### config.mk
export PLATFORM = sky130hd
export DESIGN_NAME = cp_strip_framer
export DESIGN_NICKNAME = d
export VERILOG_FILES = /design/src/rtl/ofdm_rx_pkg.sv /design/src/rtl/ws_out_reg.sv /design/src/rtl/cp_strip_framer.sv
export SDC_FILE = /design/constraint.sdc
export NUM_CORES = 1
export LEC_CHECK = 0
export CORE_ASPECT_RATIO = 1.1
export CORE_MARGIN = 1
export CORE_UTILIZATION = 43
export DETAILED_ROUTE_END_ITERATION = 6
export GPL_ROUTABILITY_DRIVEN = 0
export HOLD_SLACK_MARGIN = 0.06
export PLACE_DENSITY = 0.73
export SYNTH_ARGS = -nofsm -noshare
export SYNTH_HDL_FRONTEND = slang
export SYNTH_HIERARCHICAL = 1
export SYNTH_SLANG_ARGS = --single-unit
export TNS_END_PERCENT = 100
### constraint.sdc
create_clock -name CLK_I -period 2.1 [get_ports CLK_I]
set_input_delay 0.42 -clock CLK_I [delete_from_list [all_inputs] [get_ports CLK_I]]
set_output_delay 0.42 -clock CLK_I [all_outputs]
set_load 0.1 [all_outputs]
### src/rtl/ofdm_rx_pkg.sv
// Shared OFDM receive-chain definitions: default FFT geometry, CP encodings,
// framer state encoding and complex sample field positions.
package ofdm_rx_pkg;

  localparam int unsigned NFFT_DEF = 2048;
  localparam int unsigned LOGN_DEF = 11;

  localparam logic [1:0] CP_1_4  = 2'b00;
  localparam logic [1:0] CP_1_8  = 2'b01;
  localparam logic [1:0] CP_1_16 = 2'b10;
  localparam logic [1:0] CP_1_32 = 2'b11;

  localparam int unsigned RE_LO = 0;
  localparam int unsigned RE_HI = 15;
  localparam int unsigned IM_LO = 16;
  localparam int unsigned IM_HI = 31;

  typedef enum logic [1:0] {
    IDLE  = 2'd0,
    SKIP  = 2'd1,
    PASS  = 2'd2,
    FLUSH = 2'd3
  } state_t;

  function automatic int unsigned cp_len_of(input int unsigned nfft, input logic [1:0] sel);
    int unsigned len;
    case (sel)
      CP_1_4:  len = nfft >> 2;
      CP_1_8:  len = nfft >> 3;
      CP_1_16: len = nfft >> 4;
      default: len = nfft >> 5;
    endcase
    return len;
  endfunction

endpackage

### src/rtl/ws_out_reg.sv
// One-entry Wishbone-style output register; o_ready is the upstream ACK
// back-pressure term (cycle active and register empty or draining).
module ws_out_reg #(
  parameter int unsigned W = 32
) (
  input  logic         i_clk,
  input  logic         i_rst,
  input  logic         i_cyc,
  input  logic         i_load,
  input  logic [W-1:0] i_data,
  input  logic         i_ack,
  output logic         o_stb,
  output logic [W-1:0] o_data,
  output logic         o_ready
);

  logic         r_stb;
  logic [W-1:0] r_data;

  always_ff @(posedge i_clk) begin
    if (i_rst) begin
      r_stb  <= 1'b0;
      r_data <= '0;
    end else if (i_load) begin
      r_stb  <= 1'b1;
      r_data <= i_data;
    end else if (i_ack) begin
      r_stb  <= 1'b0;
    end
  end

  assign o_stb   = r_stb;
  assign o_data  = r_data;
  assign o_ready = i_cyc & (~r_stb | i_ack);

endmodule

### src/rtl/cp_strip_framer.sv
// Cyclic-prefix stripper: drops the CP of each OFDM symbol, forwards NFFT
// useful samples per symbol, counts symbols and flags truncated frames.
module cp_strip_framer
  import ofdm_rx_pkg::*;
#(
  parameter int unsigned NFFT = NFFT_DEF,
  parameter int unsigned LOGN = LOGN_DEF,
  parameter int unsigned SYMW = 8
) (
  input  logic            CLK_I,
  input  logic            RST_I,
  input  logic [31:0]     DAT_I,
  input  logic            CYC_I,
  input  logic            STB_I,
  input  logic            WE_I,
  output logic            ACK_O,
  input  logic [1:0]      cp_sel,
  output logic [31:0]     DAT_O,
  output logic            WE_O,
  output logic            STB_O,
  output logic            CYC_O,
  input  logic            ACK_I,
  output logic [SYMW-1:0] sym_idx,
  output logic            sym_start,
  output logic            frm_err
);

  state_t          r_state;
  logic [LOGN-1:0] r_cnt;
  logic [LOGN-1:0] r_cp_len;
  logic [SYMW-1:0] r_sym_idx;
  logic            r_cyc_d;
  logic            r_cyc_o;
  logic            r_frm_err;

  logic            w_ready;
  logic            w_xfer;
  logic            w_load;
  logic            w_rise;
  logic            w_last_o;
  logic            w_unused;
  logic [LOGN-1:0] w_cp_len_new;
  logic [33:0]     w_pay_in;
  logic [33:0]     w_pay_out;

  assign w_unused     = WE_I;
  assign w_rise       = CYC_I & ~r_cyc_d;
  assign w_cp_len_new = LOGN'(cp_len_of(NFFT, cp_sel));
  // FLUSH refuses input even if CYC_I has already risen again for the next frame.
  assign ACK_O        = w_ready & (r_state != FLUSH);
  assign w_xfer       = CYC_I & STB_I & ACK_O;
  assign w_load       = w_xfer & (r_state == PASS);
  assign w_pay_in     = {(r_cnt == LOGN'(NFFT - 1)), (r_cnt == '0), DAT_I};

  ws_out_reg #(
    .W(34)
  ) u_out (
    .i_clk  (CLK_I),
    .i_rst  (RST_I),
    .i_cyc  (CYC_I),
    .i_load (w_load),
    .i_data (w_pay_in),
    .i_ack  (ACK_I),
    .o_stb  (STB_O),
    .o_data (w_pay_out),
    .o_ready(w_ready)
  );

  assign DAT_O     = w_pay_out[31:0];
  assign sym_start = w_pay_out[32];
  assign w_last_o  = w_pay_out[33];
  assign WE_O      = STB_O;
  assign CYC_O     = r_cyc_o;
  assign sym_idx   = r_sym_idx;
  assign frm_err   = r_frm_err;

  always_ff @(posedge CLK_I) begin
    if (RST_I) begin
      r_state   <= IDLE;
      r_cnt     <= '0;
      r_cp_len  <= '0;
      r_sym_idx <= '0;
      r_cyc_d   <= 1'b0;
      r_cyc_o   <= 1'b0;
      r_frm_err <= 1'b0;
    end else begin
      r_cyc_d   <= CYC_I;
      r_frm_err <= 1'b0;
      case (r_state)
        IDLE: begin
          if (w_rise) begin
            r_cp_len  <= w_cp_len_new;
            r_sym_idx <= '0;
            // The rising-edge sample is already the first CP sample.
            r_cnt     <= w_xfer ? LOGN'(1) : '0;
            r_state   <= SKIP;
          end
        end
        SKIP: begin
          if (!CYC_I) begin
            r_frm_err <= (r_cnt != '0);
            r_cnt     <= '0;
            r_state   <= FLUSH;
          end else if (w_xfer) begin
            if (r_cnt == r_cp_len - 1'b1) begin
              r_cnt   <= '0;
              r_state <= PASS;
            end else begin
              r_cnt <= r_cnt + 1'b1;
            end
          end
        end
        PASS: begin
          if (!CYC_I) begin
            r_frm_err <= 1'b1;
            r_cnt     <= '0;
            r_state   <= FLUSH;
          end else if (w_xfer) begin
            r_cyc_o <= 1'b1;
            if (r_cnt == LOGN'(NFFT - 1)) begin
              r_cnt   <= '0;
              r_state <= SKIP;
            end else begin
              r_cnt <= r_cnt + 1'b1;
            end
          end
        end
        default: begin
          if (!STB_O) begin
            r_cyc_o <= 1'b0;
            // A frame raised during the drain starts now with a fresh CP latch.
            if (CYC_I) begin
              r_cp_len  <= w_cp_len_new;
              r_sym_idx <= '0;
              r_cnt     <= '0;
              r_state   <= SKIP;
            end else begin
              r_state <= IDLE;
            end
          end
        end
      endcase
      if (STB_O && ACK_I && w_last_o) begin
        r_sym_idx <= r_sym_idx + 1'b1;
      end
    end
  end

endmodule

==> results.cfg <==
[run_status]
status = completed

[global_route]
grt_pass1_vias = 2554
grt_max_degree = 27
overflow = 0
grt_pass1_wl_um = 11800
grtUsageTotal_pct = 20.8
antenna_found_initial = 0

[timing]
tightest_slew_ns = 0.398
fmax_mhz = 496
slew_viol_final = 0
skew_ns = 0.00537
grt_setup_unrepaired = true
whs_ns = 0.366
finalSetupViolCount = 0
period_share_pct = 96.1
finalWorstSetupSlack_ns = 0.0828
fin_crit_ns = 2.02
slew_headroom_pct = 73.5
finalSetupTns_ns = 0
hold_violations = 0

[final_layout]
regArea_um2 = 1270
multi_input_area_um2 = 1640
nets = 499
antenna_cells = 0
drive_above_1_share_pct = 26.8
stdcell_count = 537
final_core_util_pct = 64.2
fill_cells = 583
area_growth_pct = 42.0

[setup_path]
worstSetupPathType = flip-flop to flip-flop
rrSetupSlack_ns = 0.08
crit_path_start_kind = flip-flop
worstSetupEndpointType = flip-flop
r2r-start = r_cnt[0]
worstPathMaxFanout = 6
critPathArrivalTime_ns = 2.25
r2r_end = r_cnt[4]
cp.required_ns = 2.33
worstRegToRegCells = 8

[logic_synthesis]
netlist_area_um2 = 3020
synth.distinct_cells = 50
ys.flop_type = dfxtp_1
synth-edff-count = 0
synth.area.top_cells = dfxtp_1 42%, mux2i_1 13%, nor2_1 7.8%
async_flop_share_pct = 0
yosys.area.top_type = dfxtp_1
yosysSeqAreaShare_pct = 41.8
synth_top_area_share_pct = 41.8
syn_inst = 343
yosys_register_bits = 63
syn_area_per_cell_um2 = 8.79
yosysWarnings = 6
synthesis.nets = 391

[place]
post-place-cells = 521
post-place-ws_ns = -0.233
dpl.hpwl_um = 5410
port_buffers = 84

[clock_network]
clkTransAtPathRegs_ns = 0.07
numClockSinks = 63
clockBufferDepth = 2
clk_latency_ns = 0.34
h-tree-depth = 3
hold_buffers = 0
root_buffer = clkbuf_8
cts_tree = done
numCtsBuffers = 9

[die]
die_h_um = 89.8
die_area_um2 = 7350
start_util_pct = 45.2
core-area_um2 = 6670
die_w_um = 81.8
io_pins = 86
row_count = 31

[min_path]
worstHoldEndpoint = r_cnt[1]
min_path_type = input pin to flip-flop
min-delay-start = RST_I
hold_depth = 2

[flow_run]
cap_violations = 0

[power]
p_leak_nw = 1.72
power_density_nw_per_um2 = 794
max-vdd-ir-drop_uv = 465

[routing]
first_iter_violations = 92
drc = 0
num_vias = 2768
ant_nets = 0
avgRoutedWirePerCell_um = 13.9
vias_per_cell = 5.15
drt_pass1_iterations = 4
routed_wl_um = 7460
cell families (layout without fill, tap and decap cells):
group | after synthesis | count (layout) | share of synthesized area, %
xor+xnor | 9 | 9 | 2.61
compound gates | 52 | 52 | 10.6
buf+inv | 34 | 146 | 6.76
simple gates | 139 | 139 | 22.2
mux | 38 | 38 | 12.6
fa+ha+maj | 8 | 8 | 3.32
flops | 63 | 63 | 41.8
layer usage:
layer  track usage (%)  vias to the layer above  share of wire, %
li1                  -                     1409                 -
met5                 0                        -                 0
met2              35.0                       72                49
met3              4.77                       15               6.6
met1              24.7                     1272                43
met4              8.77                        0               1.7
report_power, final:
group | total [W] | internal, W | leakage, nW | switching [W]
Combinational | 0.00114 | 0.000530 | 1.11 | 0.000611
Sequential | 0.00129 | 0.00125 | 0.511 | 0.0000413
Clock | 0.000970 | 0.000514 | 0.0942 | 0.000457
Total | 0.00340 | 0.00229 | 1.72 | 0.00111
worst max-delay path, stage by stage (launching register included):
cell	delay, ns
dfxtp_2	0.38
ha_4	0.18
nand4_4	0.17
nor4_4	0.28
o211ai_1	0.15
a31o_2	0.33
buf_12	0.15
a31oi_1	0.15
o22ai_1	0.10
flip-flops by register name, indices dropped and copies added (netlist names):
name          flops
CYC_O             1
u_out/o_data     34
u_out/o_stb       1
frm_err           1
r_cnt            11
r_state           2
r_cyc_d           1
sym_idx           8
r_cp_len          4
cells in the final DEF (no fill, tap or decap), types with 2 or more instances in the layout:
cell and instances:
xnor2_1 6, o22ai_1 2, nor4_1 2, dfxtp_2 5, inv_1 11, nand2_1 20
clkdlybuf4s50_1 37, nor3b_1 2, nand4_1 5, nand3_1 16, buf_12 3, and3_1 8
clkinv_2 2, o21ai_0 13, nand4b_1 3, dfxtp_1 58, ha_4 2, buf_6 2
and2_1 2, a21oi_1 17, nand2b_1 2, nor3_1 4, a31o_2 2, buf_4 74
ha_1 6, o211ai_1 2, xor2_1 3, inv_2 2, nor2_1 63, a31oi_1 2
clkbuf_8 12, mux2i_1 38
area by class of cell:
cell class / count / share of cell area (%)
Clock buffer: 12 / 3.86
Timing Repair Buffer: 118 / 24.3
Tap cell: 82 / 2.40
Sequential cell: 63 / 29.6
Inverter: 13 / 1.14
Clock inverter: 3 / 0.409
Multi-Input combinational cell: 246 / 38.3
worst max-delay path by stage:
stage / start / to / depth (start not counted)
floorplan: u_out/o_stb / r_cnt[4] / 9
global placement: ACK_I / r_state[0] / 9
detailed placement: ACK_I / r_state[0] / 9
CTS: r_cnt[0] / r_cnt[5] / 8
global route: r_cp_len[7] / r_cnt[4] / 10
finish: r_cnt[0] / r_cnt[4] / 8
cells in the mapped netlist (2+ instances only):
cell      number
nor4_1         2
nor3b_1        2
nand4_1        5
xor2_1         3
nand4b_1       3
xnor2_1        6
nor2_1        63
buf_12         3
ha_1           8
buf_2          3
and3_1         9
nor3_1         4
buf_4          2
and2_1         2
nand3_1       17
nand2b_1       2
dfxtp_1       63
o22ai_1        2
a31oi_1        4
clkbuf_1       8
o21ai_0       14
mux2i_1       38
buf_1          2
a21oi_1       17
nand2_1       21
buf_6          2
o211ai_1       2
nor2b_1        2
inv_1         13
timing repair:
item | in CTS | in global routing
setup buffers | 0 | 0
pin swaps | 1 | 10
gates cloned | 0 | 1
gates resized for setup | 4 | 20
endpoints found under the setup margin | 5 | 11
stage by stage:
step	power, W	cell area, um^2
finish	0.00340	4280
global route	0.00359	4280
CTS	0.00334	4190
detailed placement	0.00234	3970
global placement	0.00232	3970
floorplan	0.00197	3020
(Power assumes the default switching activity.)
